[src/rtl/updown_counter_ctrl_if.sv]
// Wishbone slave bus bundle between user_project_wrapper and the
// up/down counter controller.
interface updown_counter_ctrl_if;
  logic        wbs_stb_i;
  logic        wbs_cyc_i;
  logic        wbs_we_i;
  logic [3:0]  wbs_sel_i;
  logic [31:0] wbs_adr_i;
  logic [31:0] wbs_dat_i;
  logic        wbs_ack_o;
  logic [31:0] wbs_dat_o;

  modport master (
    output wbs_stb_i, wbs_cyc_i, wbs_we_i, wbs_sel_i, wbs_adr_i, wbs_dat_i,
    input  wbs_ack_o, wbs_dat_o
  );

  modport slave (
    input  wbs_stb_i, wbs_cyc_i, wbs_we_i, wbs_sel_i, wbs_adr_i, wbs_dat_i,
    output wbs_ack_o, wbs_dat_o
  );
endinterface

[src/rtl/updown_counter_ctrl.sv]
// Wishbone-configured sequencer for the up/down counter: prescaled tick,
// direction selection (manual/up/down/ping-pong), clear and match interrupt.
module updown_counter_ctrl #(
  parameter int                 WIDTH        = 4,
  parameter int                 PRE_W        = 16,
  parameter logic [PRE_W-1:0]   PRESCALE_RST = {PRE_W{1'b1}}
) (
  input  logic                 wb_clk_i,
  input  logic                 wb_rst_i,
  updown_counter_ctrl_if.slave wbs,
  input  logic                 up_down_pin,
  input  logic [WIDTH-1:0]     counter_in,
  output logic                 ctr_tick,
  output logic                 ctr_up_down,
  output logic                 ctr_clr,
  output logic                 irq
);

  typedef enum logic {DIR_DOWN = 1'b0, DIR_UP = 1'b1} dir_e;

  logic             ack_q, ack_d;
  logic [31:0]      dat_q, dat_d, rdata;
  logic             en_q, en_d, irq_en_q, irq_en_d;
  logic [1:0]       mode_q, mode_d;
  logic [PRE_W-1:0] prescale_q, prescale_d, pcnt_q, pcnt_d;
  logic [WIDTH-1:0] limit_q, limit_d;
  logic             match_q, match_d, irq_q, irq_d;
  dir_e             dir_q, dir_d;
  logic             pin_s1_q, pin_s1_d, pin_s2_q, pin_s2_d;
  logic             tick_q, tick_d, tick_dly_q, tick_dly_d;
  logic             clr_q, clr_d, ud_q, ud_d;
  logic             req, wr, wr_ctrl, wr_pre, wr_lim, wr_stat, clr_req, expire;
  logic             unused_ok;

  assign unused_ok = ^{wbs.wbs_sel_i, wbs.wbs_adr_i[31:4], wbs.wbs_adr_i[1:0],
                       wbs.wbs_dat_i[31:PRE_W]};

  always_comb begin
    rdata = '0;
    case (wbs.wbs_adr_i[3:2])
      2'd0:    rdata[4:0] = {irq_en_q, 1'b0, mode_q, en_q};
      2'd1:    rdata[PRE_W-1:0] = prescale_q;
      2'd2:    rdata[WIDTH-1:0] = limit_q;
      default: begin
        rdata[0]         = match_q;
        rdata[1]         = dir_q;
        rdata[8+:WIDTH]  = counter_in;
      end
    endcase
  end

  always_comb begin
    req     = wbs.wbs_stb_i & wbs.wbs_cyc_i & ~ack_q;
    wr      = req & wbs.wbs_we_i;
    wr_ctrl = wr & (wbs.wbs_adr_i[3:2] == 2'd0);
    wr_pre  = wr & (wbs.wbs_adr_i[3:2] == 2'd1);
    wr_lim  = wr & (wbs.wbs_adr_i[3:2] == 2'd2);
    wr_stat = wr & (wbs.wbs_adr_i[3:2] == 2'd3);
    clr_req = wr_ctrl & wbs.wbs_dat_i[3];
    // A write that drops en also kills an expiry landing on the same edge.
    expire  = en_q & (pcnt_q == prescale_q) & ~(wr_ctrl & ~wbs.wbs_dat_i[0]);

    ack_d      = req;
    dat_d      = (req & ~wbs.wbs_we_i) ? rdata : 32'd0;
    en_d       = wr_ctrl ? wbs.wbs_dat_i[0]   : en_q;
    mode_d     = wr_ctrl ? wbs.wbs_dat_i[2:1] : mode_q;
    irq_en_d   = wr_ctrl ? wbs.wbs_dat_i[4]   : irq_en_q;
    prescale_d = wr_pre  ? wbs.wbs_dat_i[PRE_W-1:0] : prescale_q;
    limit_d    = wr_lim  ? wbs.wbs_dat_i[WIDTH-1:0] : limit_q;

    if (!en_q || wr_pre || clr_req || pcnt_q == prescale_q) pcnt_d = '0;
    else                                                   pcnt_d = pcnt_q + 1'b1;

    pin_s1_d = up_down_pin;
    pin_s2_d = pin_s1_q;
    tick_d   = 1'b0;
    clr_d    = clr_req;
    dir_d    = dir_q;
    ud_d     = (mode_q == 2'd0) ? pin_s2_q : ud_q;

    if (expire) begin
      case (mode_q)
        2'd0: tick_d = 1'b1;
        2'd1: begin tick_d = 1'b1; ud_d = 1'b1; end
        2'd2: begin tick_d = 1'b1; ud_d = 1'b0; end
        default: if (limit_q != '0) begin
          if (dir_q == DIR_UP && counter_in >= limit_q)  dir_d = DIR_DOWN;
          else if (dir_q == DIR_DOWN && counter_in == '0) dir_d = DIR_UP;
          tick_d = 1'b1;
          ud_d   = (dir_d == DIR_UP);
        end
      endcase
    end

    if (clr_req) begin
      tick_d = 1'b0;
      dir_d  = DIR_UP;
    end

    // Compare one cycle after the tick, once the counter has stepped.
    tick_dly_d = tick_q;
    match_d    = (tick_dly_q & (counter_in == limit_q)) |
                 (match_q & ~(wr_stat & wbs.wbs_dat_i[0]));
    irq_d      = match_q & irq_en_q;
  end

  always_ff @(posedge wb_clk_i) begin
    if (wb_rst_i) begin
      ack_q      <= 1'b0;
      dat_q      <= '0;
      en_q       <= 1'b0;
      mode_q     <= 2'd0;
      irq_en_q   <= 1'b0;
      prescale_q <= PRESCALE_RST;
      limit_q    <= '1;
      pcnt_q     <= '0;
      pin_s1_q   <= 1'b0;
      pin_s2_q   <= 1'b0;
      tick_q     <= 1'b0;
      tick_dly_q <= 1'b0;
      clr_q      <= 1'b0;
      ud_q       <= 1'b1;
      dir_q      <= DIR_UP;
      match_q    <= 1'b0;
      irq_q      <= 1'b0;
    end else begin
      ack_q      <= ack_d;
      dat_q      <= dat_d;
      en_q       <= en_d;
      mode_q     <= mode_d;
      irq_en_q   <= irq_en_d;
      prescale_q <= prescale_d;
      limit_q    <= limit_d;
      pcnt_q     <= pcnt_d;
      pin_s1_q   <= pin_s1_d;
      pin_s2_q   <= pin_s2_d;
      tick_q     <= tick_d;
      tick_dly_q <= tick_dly_d;
      clr_q      <= clr_d;
      ud_q       <= ud_d;
      dir_q      <= dir_d;
      match_q    <= match_d;
      irq_q      <= irq_d;
    end
  end

  assign wbs.wbs_ack_o = ack_q;
  assign wbs.wbs_dat_o = dat_q;
  assign ctr_tick      = tick_q;
  assign ctr_up_down   = ud_q;
  assign ctr_clr       = clr_q;
  assign irq           = irq_q;

endmodule

[src/flat_wrapper.sv]
// flat-port wrapper written by rule: the top's interface ports become plain ports
module updown_counter_ctrl_flat 
#(
  parameter int                 WIDTH        = 4,
  parameter int                 PRE_W        = 16,
  parameter logic [PRE_W-1:0]   PRESCALE_RST = {PRE_W{1'b1}}
)
  (wb_clk_i, wb_rst_i, up_down_pin, counter_in, ctr_tick, ctr_up_down, ctr_clr, irq, wbs_wbs_stb_i, wbs_wbs_cyc_i, wbs_wbs_we_i, wbs_wbs_sel_i, wbs_wbs_adr_i, wbs_wbs_dat_i, wbs_wbs_ack_o, wbs_wbs_dat_o);
  updown_counter_ctrl_if wbs_i ();
  input  logic wb_clk_i;
  input  logic wb_rst_i;
  input  logic up_down_pin;
  input  logic [WIDTH-1:0] counter_in;
  output logic ctr_tick;
  output logic ctr_up_down;
  output logic ctr_clr;
  output logic irq;
  input wire logic [$bits(wbs_i.wbs_stb_i)-1:0] wbs_wbs_stb_i;
  input wire logic [$bits(wbs_i.wbs_cyc_i)-1:0] wbs_wbs_cyc_i;
  input wire logic [$bits(wbs_i.wbs_we_i)-1:0] wbs_wbs_we_i;
  input wire logic [$bits(wbs_i.wbs_sel_i)-1:0] wbs_wbs_sel_i;
  input wire logic [$bits(wbs_i.wbs_adr_i)-1:0] wbs_wbs_adr_i;
  input wire logic [$bits(wbs_i.wbs_dat_i)-1:0] wbs_wbs_dat_i;
  output wire logic [$bits(wbs_i.wbs_ack_o)-1:0] wbs_wbs_ack_o;
  output wire logic [$bits(wbs_i.wbs_dat_o)-1:0] wbs_wbs_dat_o;
  assign wbs_i.wbs_stb_i = wbs_wbs_stb_i;
  assign wbs_i.wbs_cyc_i = wbs_wbs_cyc_i;
  assign wbs_i.wbs_we_i = wbs_wbs_we_i;
  assign wbs_i.wbs_sel_i = wbs_wbs_sel_i;
  assign wbs_i.wbs_adr_i = wbs_wbs_adr_i;
  assign wbs_i.wbs_dat_i = wbs_wbs_dat_i;
  assign wbs_wbs_ack_o = wbs_i.wbs_ack_o;
  assign wbs_wbs_dat_o = wbs_i.wbs_dat_o;
  updown_counter_ctrl #(.WIDTH(WIDTH), .PRE_W(PRE_W), .PRESCALE_RST(PRESCALE_RST)) u_core (.wb_clk_i(wb_clk_i), .wb_rst_i(wb_rst_i), .wbs(wbs_i), .up_down_pin(up_down_pin), .counter_in(counter_in), .ctr_tick(ctr_tick), .ctr_up_down(ctr_up_down), .ctr_clr(ctr_clr), .irq(irq));
endmodule
[config.mk]
export PLATFORM = sky130hd
export DESIGN_NAME = updown_counter_ctrl_flat
export DESIGN_NICKNAME = d
export VERILOG_FILES = /design/src/rtl/updown_counter_ctrl_if.sv /design/src/rtl/updown_counter_ctrl.sv /design/src/flat_wrapper.sv
export SDC_FILE = /design/constraint.sdc
export NUM_CORES = 1
export LEC_CHECK = 0
export ABC_AREA = 1
export BUFFER_PORTS_ARGS = -buffer_cell sky130_fd_sc_hd__buf_4
export CAP_MARGIN = 25
export CORE_ASPECT_RATIO = 0.8
export CORE_MARGIN = 3
export CORE_UTILIZATION = 29
export DETAILED_ROUTE_END_ITERATION = 8
export MAX_ROUTING_LAYER = met4
export PLACE_DENSITY = 0.54
export SLEW_MARGIN = 25
export SYNTH_ARGS = -nofsm -noshare
export SYNTH_HDL_FRONTEND = slang
export SYNTH_SLANG_ARGS = --single-unit
export TNS_END_PERCENT = 5
[constraint.sdc]
create_clock -name wb_clk_i -period 1.6 [get_ports wb_clk_i]
set_input_delay 0 -clock wb_clk_i [delete_from_list [all_inputs] [get_ports wb_clk_i]]
set_output_delay 0 -clock wb_clk_i [all_outputs]
set_load 0.03 [all_outputs]
==> reports/summary.txt, run 1 <==
async set-reset flop share out of synthesis: 0%
antenna violations before repair: 0
Worst Path Required: 1.82 ns
Synth Area per Inst: 7.327 µm²
Antenna Diode Count: 0
register area share after synthesis: 42.53%
via count: 2885
max-slew violations: 0
Clock Path Buffers: 2
power per cell area: 983.8 nW/µm²
Total GRT Usage: 14.28%
hold wc startpoint: wbs_wbs_adr_i[3]
clock-pin slew on the worst setup and hold paths: 0.05 ns
post-layout min period: 1.473 ns
run status: completed
Final Hold Fails: 0
hold slack final: 0.01945 ns
number of max-cap violations: 0
fill cell count: 1055
maximum VDD drop: 0.0004404 V
Synth Warn #: 0
hold path endpoint: u_core.wbs.wbs_dat_o[1]
Setup crit start kind: flip-flop
Die ar.: 12000 µm²
Root Buffer: clkbuf_16
top cell type's share of synthesized area: 42.53%
share of cells above drive strength 1: 20.85%
# setup viols final: 0
most common cell in the netlist: nand2_1
Worst Hold Class: primary input to flip-flop
largest net degree at the start of global routing: 31
P_int: 3326 µW
fin nets: 596
Setup Total Neg Slack: 0 ns
Layout area overhead: 38.50%
kind of critical path: flip-flop to flip-flop
vias in the first global route: 2766
WL final: 8037 µm
die width: 121.7 µm
Vias per Instance: 4.384
Skew-Pair Late Insertion Delay: 0.33 ns
final antenna-violating net count: 0
Reg2Reg Launch Point: u_core.pcnt_q[5]
Final Cycle Share: 92.04%
Area contributors post-synth: dfxtp_1 43%, nand2_1 12%, inv_1 8.0%
post-layout util: 41.52%
io pins: 115
r2r setup slk: 0.13 ns
initial core utilization: 29.98%
GP Congestion: 0.8966
aggregate global routing overflow: 0
Iter 0 DRT Violations: 177
Buffers & Inverters on Critical Path: 1
CP dominant cell by count: nand2_1
Core Box Area: 10360 µm²
Sequential Power Share: 39.8%
Clock power frac: 52.4%
Max Freq: 679.0 MHz
input/output buffers: 48
worst hold path depth: 4
post-synth cell types: 31
Leak Pwr: 0.001901 µW
CP Max Fanout: 8
Detail Placement HPWL: 5859 µm
Largest stage delay, worst path: 0.44 ns
Post-synth EDFFs: 0
net switching power: 906.9 µW
switch share: 21.42%
row count: 33
Sink Count: 66
Mapped Area: 3107 µm²
worst r2r dst: u_core.pcnt_q[15]
first-pass GRT wire length: 13040 µm
Final Skew: 0.007174 ns
Worst Setup End Kind: flip-flop
Die H: 98.58 µm
power consumption: 4233 µW
top cell family by delay on the critical path: simple AND/OR/NAND/NOR gates
RSZ-0062 raised after global routing: true
CTS tree: yes
Worst EP arrival: 1.69 ns
Critical Path, Cell by Cell: inv_1 -> nand2_1 -> nand2_1 -> nor2_1 -> nand2_1 -> nor2_2 -> nand2_1 -> nand3_4 -> nor2_1
DR DRC count: 0
first-pass detailed-route iteration total: 4
top post-synthesis cells by count: 102 x nand2_1, 66 x dfxtp_1, 66 x inv_1
CTS H-Tree Depth: 3
Post-Synthesis Cells: 424
Synth Register Bits: 66
R2R depth: 9
combinational power share: 7.9%
Most used DFF post-synth: dfxtp_1
post-synth top area cell: dfxtp_1
critical path's slowest cell: dfxtp_1
DR WL/cell: 12.21 µm
CTS Buf Count: 9
[metal layers]
| metal | wire, µm | global-route usage (%) |
|---|---|---|
| met1 | 4073 | 19.81 |
| met3 | 573 | 4.246 |
| met2 | 3305 | 20.04 |
| met4 | 84 | 4.220 |
| met5 | 0 | - |
[power by group through the flow]
stage / Sequential, µW / Clock (µW) / Combinational, µW
after floorplan: 1730 / 0 / 176
after global placement: 1720 / 0 / 268
after detailed placement: 1720 / 0 / 272
after CTS: 1680 / 2270 / 323
after global routing: 1680 / 2330 / 365
final: 1680 / 2220 / 332
[repair_timing]
action                                 CTS  global route
hold buffers                            26             0
endpoints found under the hold margin   36             0
resized for setup                        0            15
buffers inserted                         0             0
setup endpoints to repair                0            21
[tightest hold or removal path: cells and delay by family]
kind | cells | cell delay (ns)
buffers and inverters | 1 | 0.12
and+or+nand+nor | 2 | 0.11
AOI/OAI and AO/OA | 1 | 0.06
[area by class of cell]
| cell class | count | area, µm² | share of cell area [%] |
|---|---|---|---|
| clock inverters | 5 | 102.6 | 2.384 |
| multi-input cells | 282 | 1491 | 34.66 |
| well taps | 140 | 175.2 | 4.071 |
| clock buffers | 11 | 232.7 | 5.409 |
| repair buffers | 86 | 723.2 | 16.81 |
| inverters | 68 | 255.2 | 5.932 |
| flip-flops and latches | 66 | 1323 | 30.74 |
[flip-flops by register name, indices dropped and copies added (netlist names), 2 cells and up]
name                  flops
u_core.wbs.wbs_dat_o     16
u_core.mode_q             2
u_core.pcnt_q            16
u_core.prescale_q        16
u_core.limit_q            4
[cells in the final DEF (no fill, tap or decap), types with 2 or more instances in the layout]
cell type | synthesis | routed
a21oi_1 | 13 | 13
a31oi_1 | 3 | 3
buf_4 | 17 | 59
bufinv_16 | 0 | 3
clkbuf_1 | 2 | 2
clkbuf_16 | 0 | 9
conb_1 | 1 | 16
dfxtp_1 | 66 | 65
dlygate4sd3_1 | 0 | 26
ha_1 | 5 | 3
ha_4 | 0 | 2
inv_1 | 66 | 64
inv_2 | 2 | 4
nand2_1 | 102 | 101
nand2_2 | 5 | 6
nand3_1 | 11 | 10
nand3_2 | 2 | 3
nand3_4 | 2 | 3
nand4_1 | 4 | 4
nor2_1 | 49 | 47
nor2_2 | 9 | 9
nor2_4 | 1 | 3
nor3_1 | 6 | 6
o211ai_1 | 20 | 20
o21ai_0 | 13 | 11
o21ai_1 | 0 | 2
o22ai_1 | 5 | 5
o32ai_1 | 2 | 2
xor2_1 | 8 | 8
[kinds of logic after synthesis]
kind of cell / count (synthesis) / synth area share (%)
simple gates: 194 / 27.79
buf+inv: 92 / 13.57
flops: 66 / 42.53
compound gates: 57 / 11.44
xor+xnor: 9 / 2.537
fa+ha+maj: 5 / 2.014
other cells: 1 / 0.1207
[per-stage QoR]
stage / setup slack [ns] / instances / instance area (µm²)
6_report: 0.1273 / 658 / 4303
5_1_grt: -0.01768 / 658 / 4303
4_1_cts: 0.02755 / 657 / 4230
3_5_place_dp: 0.03150 / 615 / 3635
3_3_place_gp: 0.06075 / 615 / 3635
2_1_floorplan: 0.1207 / 439 / 3163
[how the worst max path moves through the flow]
stage                         start                  to  slack (ns)  cells after the start
4_1_cts           u_core.pcnt_q[13]        u_core.dir_q        0.03                      9
5_1_grt           u_core.limit_q[3]  u_core.ctr_up_down       -0.02                     11
6_report           u_core.pcnt_q[5]   u_core.pcnt_q[15]        0.13                      9
2_1_floorplan  u_core.wbs.wbs_ack_o    u_core.pcnt_q[0]        0.12                      9
3_3_place_gp      u_core.pcnt_q[13]  u_core.ctr_up_down        0.06                      9
3_5_place_dp      u_core.pcnt_q[13]        u_core.dir_q        0.03                      9
Power figures use the tool's default switching activity.
==> inputs of run 2 (changes only) <==
- ABC_AREA: 1 -> 0
- GPL_TIMING_DRIVEN: not set -> 0
==> reports/summary.txt, run 2 <==
run status: finished, violations left (was completed)
failing checks: setup timing
CTS tree: yes (unchanged)
DP Worst Slack: -0.2367 ns (was 0.03150 ns)
vias in the first global route: 2343 (was 2766)
clock-pin slew on the worst setup and hold paths: 0.06 ns (was 0.05 ns)
Worst Setup End Kind: flip-flop (unchanged)
Leak Pwr: 0.001800 µW (was 0.001901 µW)
slew margin rel.: 64.25%
fin worst setup slack: -0.03300 ns (was 0.1273 ns)
Final Cycle Share: 102.1% (was 92.04%)
aggregate global routing overflow: 0 (unchanged)
critical path's slowest cell: dfxtp_4 (was dfxtp_1)
number of max-cap violations: 0 (unchanged)
Post-synth EDFFs: 0 (unchanged)
DR DRC count: 0 (unchanged)
Root Buffer: clkbuf_16 (unchanged)
Clock Path Buffers: 2 (unchanged)
RSZ-0062 raised after global routing: true (unchanged)
CTS H-Tree Depth: 3 (unchanged)
io pins: 115 (unchanged)
first-pass detailed-route iteration total: 4 (unchanged)
Synth Register Bits: 66 (unchanged)
Non-Filler Instances: 552 (was 658)
die width: 118.4 µm (was 121.7 µm)
most frequent cells in the layout: 72 x buf_4, 58 x dfxtp_1, 38 x nand2_1, 29 x nor2_1, 25 x dlygate4sd3_1 (was 101 x nand2_1, 65 x dfxtp_1, 64 x inv_1, 59 x buf_4, 47 x nor2_1)
Die ar.: 11360 µm² (was 12000 µm²)
share of cells above drive strength 1: 32.93% (was 20.85%)
Setup crit start kind: flip-flop (unchanged)
CTS Buf Count: 9 (unchanged)
row count: 32 (was 33)
Layout area overhead: 50.51% (was 38.50%)
post-layout min period: 1.633 ns (was 1.473 ns)
Skew-Pair Late Insertion Delay: 0.34 ns (was 0.33 ns)
final antenna-violating net count: 0 (unchanged)
Total GRT Usage: 14.24% (was 14.28%)
most common cell after layout, fill and taps aside: buf_4 (was nand2_1)
top post-synthesis cells by count: 66 x dfxtp_1, 38 x nand2_1, 31 x nor2_1 (was 102 x nand2_1, 66 x dfxtp_1, 66 x inv_1)
Vias per Instance: 4.266 (was 4.384)
Critical Path, Cell by Cell: inv_4 -> ha_4 -> and3_4 -> a221oi_4 -> o21ai_2 -> a211o_2 -> o211ai_1 (was inv_1 -> nand2_1 -> nand2_1 -> nor2_1 -> nand2_1 -> nor2_2 -> nand2_1 -> nand3_4 -> nor2_1)
Most used DFF post-synth: dfxtp_1 (unchanged)
most common cell in the netlist: dfxtp_1 (was nand2_1)
Core Box Area: 9729 µm² (was 10360 µm²)
input/output buffers: 48 (unchanged)
DR WL/cell: 13.21 µm (was 12.21 µm)
Slew @ Worst Pin: 0.5339 ns
first-pass GRT wire length: 12060 µm (was 13040 µm)
GP Congestion: 0.8470 (was 0.8966)
Final Skew: 0.004964 ns (was 0.007174 ns)
Detail Placement HPWL: 5236 µm (was 5859 µm)
Final Hold Fails: 0 (unchanged)
# setup viols final: 4 (was 0)
Max Freq: 612.4 MHz (was 679.0 MHz)
Largest stage delay, worst path: 0.37 ns (was 0.44 ns)
power consumption: 4531 µW (was 4233 µW)
CP Max Fanout: 3 (was 8)
kind of critical path: flip-flop to flip-flop (unchanged)
power per cell area: 1026 nW/µm² (was 983.8 nW/µm²)
Worst Path Required: 1.85 ns (was 1.82 ns)
Synth Area per Inst: 9.647 µm² (was 7.327 µm²)
antenna violations before repair: 0 (unchanged)
Iter 0 DRT Violations: 124 (was 177)
initial core utilization: 30.14% (was 29.98%)
top cell type's share of synthesized area: 45.05% (was 42.53%)
register area share after synthesis: 45.05% (was 42.53%)
via count: 2355 (was 2885)
Synth Warn #: 0 (unchanged)
Area contributors post-synth: dfxtp_1 45%, mux2i_1 8.2%, xor2_1 6.9% (was dfxtp_1 43%, nand2_1 12%, inv_1 8.0%)
Placed Instance Area: 3540 µm² (was 3635 µm²)
post-synth cell types: 41 (was 31)
Worst Hold Class: primary input to flip-flop (unchanged)
largest net degree at the start of global routing: 13 (was 31)
Die H: 95.95 µm (was 98.58 µm)
WL final: 7290 µm (was 8037 µm)
post-synth top area cell: dfxtp_1 (unchanged)
Mapped Area: 2933 µm² (was 3107 µm²)
max-slew violations: 0 (unchanged)
Sink Count: 66 (unchanged)
Setup Total Neg Slack: -0.06817 ns (was 0 ns)
fin nets: 494 (was 596)
Finished Cell Area: 4414 µm² (was 4303 µm²)
placed insts: 503 (was 615)
async set-reset flop share out of synthesis: 0% (unchanged)
Post-Synthesis Cells: 304 (was 424)
Worst EP arrival: 1.89 ns (was 1.69 ns)
maximum VDD drop: 0.0004578 V (was 0.0004404 V)
Antenna Diode Count: 0 (unchanged)
run 2: cell count changes in the layout (fill, tap and decap cells not counted), moves of 7 or more:
cell and change:
nand2_1 -63, inv_1 -60, mux2i_1 +24, nor2_1 -18, o211ai_1 -15, xor2_1 +15, buf_4 +13, o21ai_0 -10
and2_1 +8, nor2_2 -8, and3_1 +7, dfxtp_1 -7
run 2: worst paths after layout:
path,endpoint,slack [ns],cells after the start,start
worst max-delay path,u_core.ctr_up_down,-0.03,7,u_core.limit_q[3]
worst min-delay path,u_core.mode_q[1],0.13,4,wbs_wbs_adr_i[2]
worst max register to register,u_core.ctr_up_down,-0.03,7,u_core.limit_q[3]
worst min register to register,u_core.pin_s2_q,0.44,1,u_core.pin_s1_q
run 2: metal layers:
metal,GRT usage [%],vias to the layer above,wire length [µm]
met2,20.02,68,2971
met1,19.27,1064,3778
met5,-,-,0
li1,-,1208,-
met4,6.365,0,148
met3,3.643,15,392
run 2: cell families after synthesis:
| logic type | after synthesis | synth area share, % |
|---|---|---|
| other | 1 | 0.1279 |
| AO/OA/AOI/OAI | 21 | 4.864 |
| flip-flops | 66 | 45.05 |
| multiplexers | 26 | 9.727 |
| XOR/XNOR | 30 | 8.959 |
| buffers and inverters | 32 | 6.570 |
| AND/OR/NAND/NOR | 123 | 22.57 |
| adder cells (fa/ha/maj) | 5 | 2.133 |
run 2: through the flow:
step,util (%),hold slack [ns]
3_5_place_dp,36.38,0.2173
2_1_floorplan,-,0.1282
6_report,45.37,0.1316
3_3_place_gp,36.38,0.2144
4_1_cts,43.97,0.1477
5_1_grt,45.37,0.1538
run 2: final cells by class:
| class | count | area [µm²] |
|---|---|---|
| inverter | 7 | 28.78 |
| timing repair buffer | 82 | 685.7 |
| clock buffer | 10 | 239.0 |
| tap | 136 | 170.2 |
| sequential | 66 | 1339 |
| buffer | 24 | 181.4 |
| multi-input combinational | 221 | 1634 |
| fill | 918 | 5315 |
| clock inverter | 6 | 136.4 |
run 2: worst max-delay path, delay by kind of cell, from the launching register on:
kind            cells  cell delay [ns]
flops               1             0.37
fa+ha+maj           1             0.22
simple gates        1             0.16
compound gates      4             0.75
buf+inv             1             0.05
run 2: repair_timing:
action	4_1_cts	5_1_grt
setup buffers	6	3
gates resized for setup	14	31
hold buffers	25	0
hold endpoints to repair	33	0
gates cloned	0	0
pin swaps	8	11
setup endpoints to repair	26	44
run 2: where the power goes:
part / internal [µW] / switching (µW)
combinational: 188 / 190
sequential: 1660 / 12.9
clock: 1730 / 755
total: 3570 / 958
==> inputs of run 3 (changes only) <==
- CORE_MARGIN: 3 -> not set
==> reports/summary.txt, run 3 (same netlist as run 2, synthesis figures left out) <==
kind of critical path: flip-flop to flip-flop (unchanged)
Final Skew: 0.004529 ns (was 0.004964 ns)
Slew @ Worst Pin: 0.5667 ns (was 0.5339 ns)
via count: 2352 (was 2355)
antenna violations before repair: 0 (unchanged)
fill cell count: 969 (was 918)
number of max-cap violations: 0 (unchanged)
final antenna-violating net count: 0 (unchanged)
busiest layer in global routing: met1 (was met2)
Placed Instance Area: 3540 µm² (unchanged)
fin nets: 491 (was 494)
CP Max Fanout: 4 (was 3)
DR WL/cell: 12.67 µm (was 13.21 µm)
Total GRT Usage: 14.48% (was 14.24%)
largest net degree at the start of global routing: 14 (was 13)
run status: finished, violations left (unchanged)
maximum VDD drop: 0.0004340 V (was 0.0004578 V)
Worst Path Required: 1.78 ns (was 1.85 ns)
Die H: 91.95 µm (was 95.95 µm)
Finished Cell Area: 4194 µm² (was 4414 µm²)
Worst Setup End Kind: flip-flop (unchanged)
M2 GR Usage: 18.94% (was 20.02%)
Final Cycle Share: 105.3% (was 102.1%)
Global Route met3 Usage: 4.362% (was 3.643%)
critical path's slowest cell: dfxtp_4 (unchanged)
Setup crit start kind: flip-flop (unchanged)
met1 Use GR: 20.50% (was 19.27%)
io pins: 115 (unchanged)
most common cell after layout, fill and taps aside: buf_4 (unchanged)
WL final: 6958 µm (was 7290 µm)
hold slack final: 0.01714 ns (was 0.1316 ns)
failing checks: setup timing (unchanged)
max-slew violations: 0 (unchanged)
vias in the first global route: 2174 (was 2343)
Critical Path, Cell by Cell: xor2_1 -> nor4_2 -> nand4_2 -> o41ai_2 -> o211ai_1 (was inv_4 -> ha_4 -> and3_4 -> a221oi_4 -> o21ai_2 -> a211o_2 -> o211ai_1)
power consumption: 3854 µW (was 4531 µW)
post-layout min period: 1.685 ns (was 1.633 ns)
Clock Path Buffers: 2 (unchanged)
CTS H-Tree Depth: 3 (unchanged)
initial core utilization: 30.14% (unchanged)
first-pass GRT wire length: 11060 µm (was 12060 µm)
Skew-Pair Late Insertion Delay: 0.33 ns (was 0.34 ns)
fin worst setup slack: -0.08494 ns (was -0.03300 ns)
Max Freq: 593.5 MHz (was 612.4 MHz)
Final Hold Fails: 0 (unchanged)
Antenna Diode Count: 0 (unchanged)
Core Box Area: 9729 µm² (unchanged)
Detail Placement HPWL: 5029 µm (was 5236 µm)
Sink Count: 66 (unchanged)
row count: 32 (unchanged)
Leak Pwr: 0.001697 µW (was 0.001800 µW)
first-pass detailed-route iteration total: 4 (unchanged)
share of cells above drive strength 1: 30.51% (was 32.93%)
power per cell area: 918.9 nW/µm² (was 1026 nW/µm²)
Root Buffer: clkbuf_16 (unchanged)
Die ar.: 10520 µm² (was 11360 µm²)
slew margin rel.: 61.87% (was 64.25%)
Worst Hold Class: primary input to flip-flop (unchanged)
aggregate global routing overflow: 0 (unchanged)
most frequent cells in the layout: 69 x buf_4, 55 x dfxtp_1, 38 x nand2_1, 30 x nor2_1 (was 72 x buf_4, 58 x dfxtp_1, 38 x nand2_1, 29 x nor2_1, 25 x dlygate4sd3_1)
Worst EP arrival: 1.87 ns (was 1.89 ns)
Iter 0 DRT Violations: 121 (was 124)
r2r setup slk: -0.08 ns (was -0.03 ns)
CTS tree: yes (unchanged)
Vias per Instance: 4.284 (was 4.266)
# setup viols final: 19 (was 4)
die width: 114.4 µm (was 118.4 µm)
CTS Buf Count: 9 (unchanged)
input/output buffers: 48 (unchanged)
GP Congestion: 0.7809 (was 0.8470)
clock-pin slew on the worst setup and hold paths: 0.06 ns (about the same)
Largest stage delay, worst path: 0.36 ns (was 0.37 ns)
DR DRC count: 0 (unchanged)
RSZ-0062 raised after global routing: true (unchanged)
Layout area overhead: 43.00% (was 50.51%)
==> run 3: where the power goes <==
group	internal, µW	switching, µW	total [µW]
clock network	1060	766	1820
registers	1660	12.8	1670
logic	177	180	357
==> run 3: metrics by stage <==
step	instances	utilization [%]	setup WS [ns]	TNS, ns
after floorplan	319	-	-0.01027	-0.01027
after global placement	503	36.38	-0.2132	-2.655
after detailed placement	503	36.38	-0.2353	-2.925
after CTS	545	42.50	-0.06155	-0.6611
after global routing	549	43.11	-0.1625	-2.707
final	549	43.11	-0.08494	-1.266
==> run 3: cell type report <==
| class | instances | area [µm²] | area share [%] |
|---|---|---|---|
| multi-input cells | 221 | 1549 | 36.93 |
| flip-flops and latches | 66 | 1338 | 31.89 |
| repair buffers | 78 | 653.1 | 15.57 |
| clock buffers | 9 | 225.2 | 5.370 |
| plain buffers | 25 | 178.9 | 4.266 |
| well taps | 136 | 170.2 | 4.057 |
| clock inverters | 7 | 53.80 | 1.283 |
| inverters | 7 | 26.28 | 0.6265 |
==> run 3: routing by layer <==
metal | vias up | routed length, µm
met3 | 6 | 305
met5 | - | 0
li1 | 1194 | -
met4 | 0 | 96
met1 | 1095 | 3756
met2 | 57 | 2799
==> run 3: critical path, delay by kind of cell, from the launching register on <==
| kind | cells | cell delay, ns |
|---|---|---|
| AND/OR/NAND/NOR | 2 | 0.57 |
| AO/OA/AOI/OAI | 2 | 0.46 |
| flip-flops | 1 | 0.36 |
| XOR/XNOR | 1 | 0.15 |
==> run 3: worst paths after layout <==
check / cells after the start / endpoint / from
worst max-delay path: 5 / u_core.dir_q / u_core.pcnt_q[2]
worst min-delay path: 4 / u_core.wbs.wbs_dat_o[3] / wbs_wbs_adr_i[3]
worst max register to register: 5 / u_core.dir_q / u_core.pcnt_q[2]
worst min register to register: 1 / u_core.pin_s2_q / u_core.pin_s1_q
==> run 3: repair_timing <==
item                                    CTS  global route
hold buffers                             24             0
pin swaps                                20             5
gates cloned                              0             1
hold endpoints to repair                 32             0
resized for setup                        16            12
endpoints found under the setup margin   20            38
buffers inserted                          2             3
